$ cat src/rtl/trap_ctrl.sv
// -----------------------------------------------------------------------------
// trap_ctrl
//   Machine-mode trap/interrupt sequencer between the commit (WB) stage and
//   the CSR file. For the committing instruction it arbitrates pending
//   interrupts, synchronous exceptions and mret. It strobes the CSR updates
//   (mepc/mcause/mtval/mstatus.MIE stack) and stalls/flushes the pipeline. It
//   then presents the redirect PC to fetch over a valid/ready handshake.
//
// Ports
//   clk, rst                 clock, asynchronous active-high reset
//   wb_valid, wb_pc, wb_mret committing instruction
//   exc_*                    exception flags of the committing instruction
//   exc_info                 faulting address / instruction word for mtval
//   mstatus_mie, mie_*, mip_*  interrupt enable/pending state from CSR file
//   mtvec, mepc              trap vector and return address from CSR file
//   mstatus_mie_clear/set    trap-entry / mret MIE stack strobes
//   mepc_update/mepc_in      mepc write
//   mtval_update/mtval_in    mtval write
//   mcause_update/trap_type/mcause_in  mcause write (trap_type 1 = interrupt)
//   stall, flush             pipeline hold / kill IF..MEM
//   redirect_valid/pc/ready  fetch redirect handshake
// -----------------------------------------------------------------------------
module trap_ctrl #(
  parameter int WIDTH = 32
) (
  input  logic             clk,
  input  logic             rst,
  input  logic             wb_valid,
  input  logic [WIDTH-1:0] wb_pc,
  input  logic             wb_mret,
  input  logic             exc_inst_misalign,
  input  logic             exc_illegal,
  input  logic             exc_ebreak,
  input  logic             exc_ecall,
  input  logic             exc_load_misalign,
  input  logic             exc_store_misalign,
  input  logic [WIDTH-1:0] exc_info,
  input  logic             mstatus_mie,
  input  logic             mie_sw,
  input  logic             mie_timer,
  input  logic             mie_external,
  input  logic             mip_sw,
  input  logic             mip_timer,
  input  logic             mip_external,
  input  logic [WIDTH-1:0] mtvec,
  input  logic [WIDTH-1:0] mepc,
  output logic             mstatus_mie_clear,
  output logic             mstatus_mie_set,
  output logic             mepc_update,
  output logic [WIDTH-1:0] mepc_in,
  output logic             mtval_update,
  output logic [WIDTH-1:0] mtval_in,
  output logic             mcause_update,
  output logic             trap_type,
  output logic [3:0]       mcause_in,
  output logic             stall,
  output logic             flush,
  output logic             redirect_valid,
  output logic [WIDTH-1:0] redirect_pc,
  input  logic             redirect_ready
);

  typedef enum logic [1:0] {
    IDLE       = 2'd0,
    TRAP_REDIR = 2'd1,
    MRET_REDIR = 2'd2
  } state_t;

  state_t           r_state;
  state_t           w_next;
  logic [3:0]       r_cause;
  logic             r_irq;

  logic             w_int_ext;
  logic             w_int_sw;
  logic             w_int_tmr;
  logic             w_irq;
  logic [3:0]       w_irq_cause;
  logic             w_exc;
  logic [3:0]       w_exc_cause;
  logic [WIDTH-1:0] w_exc_mtval;
  logic [3:0]       w_cause;
  logic             w_accept;
  logic             w_trap;
  logic             w_mret;
  logic [WIDTH-1:0] w_base;
  logic [WIDTH-1:0] w_vec_pc;

  // Interrupt arbitration: external > software > timer.
  assign w_int_ext = mie_external & mip_external;
  assign w_int_sw  = mie_sw & mip_sw;
  assign w_int_tmr = mie_timer & mip_timer;
  assign w_irq     = mstatus_mie & (w_int_ext | w_int_sw | w_int_tmr);

  always_comb begin
    w_irq_cause = 4'd7;
    if (w_int_ext) begin
      w_irq_cause = 4'd11;
    end else if (w_int_sw) begin
      w_irq_cause = 4'd3;
    end
  end

  // Exception arbitration in fixed priority order, with the matching mtval.
  assign w_exc = exc_inst_misalign | exc_illegal | exc_ebreak | exc_ecall |
                 exc_load_misalign | exc_store_misalign;

  always_comb begin
    w_exc_cause = 4'd0;
    w_exc_mtval = '0;
    if (exc_inst_misalign) begin
      w_exc_cause = 4'd0;
      w_exc_mtval = exc_info;
    end else if (exc_illegal) begin
      w_exc_cause = 4'd2;
      w_exc_mtval = exc_info;
    end else if (exc_ebreak) begin
      w_exc_cause = 4'd3;
      w_exc_mtval = wb_pc;
    end else if (exc_ecall) begin
      w_exc_cause = 4'd11;
      w_exc_mtval = '0;
    end else if (exc_load_misalign) begin
      w_exc_cause = 4'd4;
      w_exc_mtval = exc_info;
    end else if (exc_store_misalign) begin
      w_exc_cause = 4'd6;
      w_exc_mtval = exc_info;
    end
  end

  // rst is folded into accept so no strobe can leak out while reset is held.
  assign w_accept = (r_state == IDLE) & wb_valid & ~rst;
  assign w_trap   = w_accept & (w_irq | w_exc);
  assign w_mret   = w_accept & wb_mret & ~w_irq & ~w_exc;
  assign w_cause  = w_irq ? w_irq_cause : w_exc_cause;

  // Only interrupts in vectored mode (mtvec[1:0]==01) get an offset; mode 3
  // and all exceptions go to the base address.
  assign w_base   = {mtvec[WIDTH-1:2], 2'b00};
  assign w_vec_pc = ((mtvec[1:0] == 2'b01) && r_irq) ?
                    (w_base + (WIDTH'(r_cause) << 2)) : w_base;

  always_comb begin
    w_next            = r_state;
    mstatus_mie_clear = 1'b0;
    mstatus_mie_set   = 1'b0;
    mepc_update       = 1'b0;
    mepc_in           = '0;
    mtval_update      = 1'b0;
    mtval_in          = '0;
    mcause_update     = 1'b0;
    trap_type         = 1'b0;
    mcause_in         = 4'd0;
    stall             = 1'b0;
    flush             = 1'b0;
    redirect_valid    = 1'b0;
    redirect_pc       = '0;
    case (r_state)
      IDLE: begin
        if (w_trap) begin
          stall             = 1'b1;
          flush             = 1'b1;
          mepc_update       = 1'b1;
          mepc_in           = wb_pc;
          mcause_update     = 1'b1;
          trap_type         = w_irq;
          mcause_in         = w_cause;
          mstatus_mie_clear = 1'b1;
          mtval_update      = 1'b1;
          mtval_in          = w_irq ? '0 : w_exc_mtval;
          w_next            = TRAP_REDIR;
        end else if (w_mret) begin
          stall           = 1'b1;
          flush           = 1'b1;
          mstatus_mie_set = 1'b1;
          w_next          = MRET_REDIR;
        end
      end
      TRAP_REDIR: begin
        stall          = 1'b1;
        redirect_valid = 1'b1;
        redirect_pc    = w_vec_pc;
        if (redirect_ready) begin
          w_next = IDLE;
        end
      end
      MRET_REDIR: begin
        stall          = 1'b1;
        redirect_valid = 1'b1;
        redirect_pc    = mepc;
        if (redirect_ready) begin
          w_next = IDLE;
        end
      end
      default: begin
        w_next = IDLE;
      end
    endcase
  end

  always_ff @(posedge clk or posedge rst) begin
    if (rst) begin
      r_state <= IDLE;
      r_cause <= 4'd0;
      r_irq   <= 1'b0;
    end else begin
      r_state <= w_next;
      if (w_trap) begin
        r_cause <= w_cause;
        r_irq   <= w_irq;
      end
    end
  end

endmodule
$ cat config.mk
export PLATFORM = sky130hd
export DESIGN_NAME = trap_ctrl
export DESIGN_NICKNAME = d
export VERILOG_FILES = /design/src/rtl/trap_ctrl.sv
export SDC_FILE = /design/constraint.sdc
export NUM_CORES = 1
export LEC_CHECK = 0
export ABC_AREA = 1
export CORE_AREA = 2 2 100 102
export CTS_CLUSTER_SIZE = 16
export DETAILED_ROUTE_END_ITERATION = 16
export DIE_AREA = 0 0 102 104
export DONT_BUFFER_PORTS = 1
export GPL_TIMING_DRIVEN = 0
export PLACE_DENSITY = 0.42
export SLEW_MARGIN = 20
export SYNTH_ARGS = -nofsm -noshare
export SYNTH_HDL_FRONTEND = slang
export SYNTH_SLANG_ARGS = --single-unit
export TNS_END_PERCENT = 20
$ cat constraint.sdc
create_clock -name clk -period 4.4 [get_ports clk]
set_clock_uncertainty 0.05 [all_clocks]
set_input_delay 1.32 -clock clk [delete_from_list [all_inputs] [get_ports clk]]
set_output_delay 1.32 -clock clk [all_outputs]
set_load 0.03 [all_outputs]
==> impl_metrics.env, run 1 <==
export IMPL_synth_compound_area_share_pct=19.1
export IMPL_antenna_found_initial=0
export IMPL_reg2reg_slack_ns=2.25
export IMPL_crit_family="simple AND/OR/NAND/NOR gates"
export IMPL_synth_edf_count=0
export IMPL_numCtsBuffers=3
export IMPL_clock_latency_ns=0.22
export IMPL_coreArea_sq_mm=0.00955
export IMPL_synthSimpleGateAreaFrac_pct=52.2
export IMPL_yosysSeqAreaShare_pct=6.13
export IMPL_drt_initial_drc_count=143
export IMPL_synthDistinctLibCells=32
export IMPL_timing_rr_end="r_cause[1]"
export IMPL_cts_hold_buf=0
export IMPL_status="finished, final reports clean"
export IMPL_startpoint="mtvec[2]"
export IMPL_grt_ovfl_total=0
export IMPL_syn_instance_count=562
export IMPL_die_area_sq_mm=0.0106
export IMPL_pin_count=255
export IMPL_drive_gt1_share_pct=17.0
export IMPL_grt_util_all_layers_pct=20.8
export IMPL_synth_top_family_by_area="simple AND/OR/NAND/NOR gates"
export IMPL_grt_pass1_wl_um=17700
export IMPL_async_reset_ff_share_pct=100
export IMPL_reg2reg_depth=8
export IMPL_cts_tree="yes"
export IMPL_synth_cell_area_sq_mm=0.00286
export IMPL_totalWireLength_um=12000
export IMPL_hold_path_startpoint="r_cause[3]"
export IMPL_gp_congestion=0.853
export IMPL_synth_adder_area_share_pct=4.20
export IMPL_first_pass_iters=4
export IMPL_grt_start_max_net_pins=11
export IMPL_yosys_warnings=0
export IMPL_crit_type="in -> out"
export IMPL_fp_dieW_um=102
export IMPL_max_stage_delay_ns=0.39
export IMPL_rsz0062_at_grt="yes"
export IMPL_die_y_um=104
export IMPL_path_max_fanout=9
export IMPL_finalSetupViolCount=0
export IMPL_avgSynthCellArea_sq_um=5.09
export IMPL_cts_root_buf="clkbuf_8"
export IMPL_ys_seq_elements=7
export IMPL_crit_chain="ha_4 > inv_2 > fa_2 > inv_2 > nand2_2 > nand2_2 > nand3_4 > nor2_8 > nand2_4 > o21bai_1 > nand3_1 > a21oi_4"
export IMPL_startpoint_type="primary input"
export IMPL_diodes=0
export IMPL_cp_buffers_inverters=2
export IMPL_utilization_pct=35.2
export IMPL_std_cell_rows=36
export IMPL_dp_hpwl_um=9980
export IMPL_avgViaCountPerCell=5.19
export IMPL_cp_slowest_cell="fa_2"
export IMPL_max_slew_margin_pct=30.3
export IMPL_synth_xor_area_share_pct=0
export IMPL_portBuffers=0
export IMPL_crit_arrival_ns=3.00
export IMPL_fin_nets=725
export IMPL_mostFrequentLayoutCells="nand2_1 (106), nand3_1 (96), inv_1 (87)"
export IMPL_start_util_pct=29.9
export IMPL_tns_ns=0
export IMPL_num_vias=3643
export IMPL_synth_mux_area_share_pct=0
export IMPL_tightest_slew_ns=1.05
export IMPL_cts_sinks=7
export IMPL_cts_buffer_depth=2
export IMPL_routedWlPerCell_um=17.1
export IMPL_areaGrowthSynthToFinish_pct=17.4
export IMPL_p_leak_nw=1.46
export IMPL_clock_fmax_ghz=0.229
export IMPL_max_cap_viol_count=0
export IMPL_powerDensity_mw_per_mm2=257
export IMPL_fin_crit_ns=4.37
export IMPL_rr_startpoint="r_state[0]"
export IMPL_drc=0
export IMPL_clkTransAtPathRegs_ns=0.04
export IMPL_worstHoldEndpoint="r_cause[3]"
export IMPL_holdPathStages=2
export IMPL_htree_levels=1
export IMPL_hold_class="reg -> reg"
export IMPL_ant_nets=0
export IMPL_final_common_cell="nand2_1"
export IMPL_synth_net_count=717
export IMPL_grt_pass1_vias=3430
export IMPL_ir_drop_mv=0.109
export IMPL_endpoint_kind="primary output"
export IMPL_hold_violations=0
export IMPL_synth_main_ff_cell="dfrtp_1"
export IMPL_required_ns=3.03
export IMPL_finalCritPeriodShare_pct=99.4
export IMPL_slew_violations=0
state kept, by name (all words and copies together) (netlist names):
name / count
r_cause: 4
r_state: 2
r_irq: 1
stage by stage:
| stage | setup slack [ns] | area [sq um] | std cells | power [W] | hold WS, ns |
|---|---|---|---|---|---|
| final | 0.0269 | 3360 | 702 | 0.000862 | 0.457 |
| after CTS | -0.0152 | 3230 | 700 | 0.000836 | 0.464 |
| after detailed placement | -0.318 | 3030 | 695 | 0.000708 | 0.455 |
| after global placement | -0.318 | 3030 | 695 | 0.000705 | 0.456 |
| after floorplan | -0.0515 | 2870 | 562 | 0.000586 | 0.403 |
| after global routing | -0.170 | 3360 | 702 | 0.000937 | 0.498 |
final cells by class:
cell class                 count  area (sq um)
tap                          133           166
timing repair buffer           3          22.5
multi-input combinational    429          2420
buffer                        35           185
clock buffer                   4          45.0
fill                        1142          6190
sequential                     7           175
inverter                      91           342
how the worst max path moves through the flow:
stage | slack, ns | to | depth (start not counted)
finish | 0.03 | redirect_pc[20] | 12
detailed placement | -0.32 | redirect_pc[22] | 12
CTS | -0.02 | mtval_in[23] | 8
global route | -0.17 | mtval_in[15] | 8
global placement | -0.32 | redirect_pc[22] | 12
floorplan | -0.05 | redirect_pc[22] | 12
timing repair:
action / 4_1_cts / 5_1_grt
cloned: 0 / 0
pin swaps: 3 / 5
hold endpoints to repair: 0 / 0
setup buffers: 1 / 2
endpoints found under the setup margin: 28 / 42
gates resized for setup: 30 / 30
layer usage:
metal  vias to the layer above  share of wire [%]  track usage [%]
met5                         -                  0                0
met4                         0                1.3             4.67
met3                         8                7.9             4.03
met2                       165                 54             40.6
met1                      1639                 37             22.4
li1                       1831                  -                -
synth_stat cells (2+ instances only):
cell,n,area (sq um)
inv_2,2,7.51
buf_4,4,30.0
nand3_4,2,35.0
nand2_2,6,37.5
dfrtp_1,7,175
nor3_1,3,15.0
ha_1,8,100
buf_2,7,35.0
inv_1,89,334
or2_1,2,12.5
clkbuf_1,20,75.1
nand2_1,108,405
o21ai_1,4,20.0
a31oi_1,2,12.5
nand4_1,14,87.6
nor2_2,4,25.0
o211ai_1,3,22.5
nand3_1,96,480
a21oi_1,73,365
nor2_1,71,267
buf_6,4,45.0
o21bai_1,6,45.0
nand2_4,2,22.5
o21ai_0,13,65.1
or2_2,2,12.5
nor2_4,4,45.0
worst min-delay path: cells and delay by family, from the launching register on:
family	cells	cell delay [ns]
AOI/OAI and AO/OA	1	0.06
DFF	1	0.36
and+or+nand+nor	1	0.05
power breakdown:
group	internal [W]	total (W)	leakage (nW)	switching (W)
combinational	0.000164	0.000676	1.34	0.000512
sequential	0.0000820	0.0000974	0.0915	0.0000154
clock	0.0000625	0.0000887	0.0228	0.0000262
cells by family after synthesis:
logic type      Yosys count
simple gates            317
buf+inv                 126
compound gates          103
fa+ha+maj                 9
flops                     7
Power figures use the tool's default switching activity.
==> inputs of run 2 (changes only) <==
--- a/config.mk
+++ b/config.mk
@@ -7,6 +7,7 @@
 export LEC_CHECK = 0
 export ABC_AREA = 1
 export CORE_AREA = 2 2 100 102
+export CTS_CLUSTER_DIAMETER = 150
 export CTS_CLUSTER_SIZE = 16
 export DETAILED_ROUTE_END_ITERATION = 16
 export DIE_AREA = 0 0 102 104
==> results of run 2 <==
Same layout as run 1: the final DEF is identical, and so are final timing and power.
==> inputs of run 3 (changes only) <==
--- a/config.mk
+++ b/config.mk
@@ -13,7 +13,7 @@
 export DIE_AREA = 0 0 102 104
 export DONT_BUFFER_PORTS = 1
 export GPL_TIMING_DRIVEN = 0
-export PLACE_DENSITY = 0.42
+export PLACE_DENSITY = 0.56
 export SLEW_MARGIN = 20
 export SYNTH_ARGS = -nofsm -noshare
 export SYNTH_HDL_FRONTEND = slang
==> impl_metrics.env, run 3 (same netlist as run 1, synthesis figures left out) <==
export IMPL_drt_initial_drc_count=161
export IMPL_std_cell_rows=36
export IMPL_drive_gt1_share_pct=19.8
export IMPL_required_ns=3.03
export IMPL_reg2reg_depth=8
export IMPL_diodes=0
export IMPL_finalSetupViolCount=3
export IMPL_grt_pass1_wl_um=18700
export IMPL_max_slew_margin_pct=32.7
export IMPL_whs_ns=0.439
export IMPL_dp_hpwl_um=10400
export IMPL_holdPathStages=2
export IMPL_fp_dieW_um=102
export IMPL_clock_latency_ns=0.22
export IMPL_grt_pass1_vias=3626
export IMPL_path_max_fanout=6
export IMPL_clkTransAtPathRegs_ns=0.04
export IMPL_largest_register_ffs=4
export IMPL_hold_violations=0
export IMPL_pin_count=255
export IMPL_status="complete, but fails checks"
export IMPL_crit_arrival_ns=3.06
export IMPL_die_y_um=104
export IMPL_numCtsBuffers=3
export IMPL_avgViaCountPerCell=5.45
export IMPL_areaGrowthSynthToFinish_pct=27.5
export IMPL_finalCritPeriodShare_pct=101
export IMPL_htree_levels=1
export IMPL_utilization_pct=38.2
export IMPL_slew_violations=0
export IMPL_first_pass_iters=6
export IMPL_top_register="r_cause"
export IMPL_die_area_sq_mm=0.0106
export IMPL_startpoint_type="primary input"
export IMPL_num_vias=3839
export IMPL_cts_buffer_depth=2
export IMPL_grt_ovfl_total=0
export IMPL_grt_start_max_net_pins=11
export IMPL_cts_root_buf="clkbuf_8"
export IMPL_grt_util_all_layers_pct=22.1
export IMPL_violations="setup timing"
export IMPL_antenna_found_initial=0
export IMPL_p_leak_nw=1.50
export IMPL_portBuffers=0
export IMPL_max_cap_viol_count=0
export IMPL_coreArea_sq_mm=0.00955
export IMPL_powerDensity_mw_per_mm2=248
export IMPL_stdcell_count=705
export IMPL_start_util_pct=29.9
export IMPL_tightest_slew_ns=1.01
export IMPL_worst_slack_ns=-0.0322
export IMPL_crit_type="in -> out"
export IMPL_rr_startpoint="r_state[0]"
export IMPL_largest_registers="r_cause (4), r_state (2), r_irq (1)"
export IMPL_pre_cts_slack_ns=-0.304
export IMPL_gp_congestion=0.962
export IMPL_clock_fmax_ghz=0.226
export IMPL_hold_class="reg -> reg"
export IMPL_fin_nets=728
export IMPL_cts_tree="yes"
export IMPL_cts_sinks=7
export IMPL_ir_drop_mv=0.110
export IMPL_dp_cells=695
export IMPL_startpoint="mtvec[2]"
export IMPL_ant_nets=0
export IMPL_final_common_cell="nand2_1"
export IMPL_mostFrequentLayoutCells="nand2_1 (106), nand3_1 (95), inv_1 (87)"
export IMPL_endpoint_kind="primary output"
export IMPL_totalWireLength_um=12900
export IMPL_drc=0
export IMPL_routedWlPerCell_um=18.3
export IMPL_fill_cells=1094
export IMPL_rsz0062_at_grt="yes"
export IMPL_hold_path_startpoint="r_irq"
export IMPL_fin_crit_ns=4.43
[run 3: changes by cell type in the layout (fill, tap and decap cells not counted), sizes merged]
cell    change
buf         +3
clkbuf      -1
clkinv      +1
[run 3: cell type report]
type                    count  area (sq um)  share of cell area (%)
flip-flops and latches      7           175                    4.81
multi-input cells         429          2690                    73.7
plain buffers              35           185                    5.08
inverters                  91           342                    9.37
clock inverters             1          5.00                   0.137
repair buffers              6          45.0                    1.24
clock buffers               3          41.3                    1.13
well taps                 133           166                    4.57
[run 3: final timing paths]
kind | endpoint | slack [ns]
max | redirect_pc[20] | -0.03
min | r_irq | 0.44
max reg2reg | r_cause[1] | 2.16
min reg2reg | r_irq | 0.44
max in group asynchronous | r_state[0] | 3.17
min in group asynchronous | r_irq | 0.88
[run 3: repair_timing]
item,4_1_cts,5_1_grt
gates resized for setup,46,57
buffers inserted,1,5
hold endpoints to repair,0,0
pin swaps,2,12
hold buffers,0,0
endpoints found under the setup margin,43,56
[run 3: critical path, cell delays in order]
cell	delay, ns
ha_4	0.12
inv_2	0.04
fa_2	0.39
inv_2	0.06
nand2_2	0.05
nand2_2	0.09
nand3_4	0.12
nor2_8	0.22
nand2_4	0.08
o21bai_1	0.15
nand3_1	0.14
a21oi_4	0.29
[run 3: routing by layer]
metal / vias to the layer above / routed length [um] / GRT usage [%]
met1: 1771 / 4530 / 22.2
met4: 0 / 355 / 7.52
met3: 18 / 951 / 3.43
met2: 215 / 7060 / 44.2
li1: 1835 / - / -
met5: - / 0 / 0
[run 3: power by group]
part           switching [W]  total (W)  internal [W]
sequential         0.0000133  0.0000952     0.0000819
combinational       0.000545   0.000720      0.000174
clock              0.0000287  0.0000900     0.0000614
[run 3: metrics by stage]
stage | cell area [sq um] | total power [W] | setup TNS [ns]
after global placement | 3030 | 0.000700 | -4.47
after detailed placement | 3030 | 0.000707 | -5.24
after floorplan | 2870 | 0.000586 | -0.252
after CTS | 3290 | 0.000846 | -0.573
after global routing | 3640 | 0.000974 | -0.813
final | 3640 | 0.000905 | -0.0437
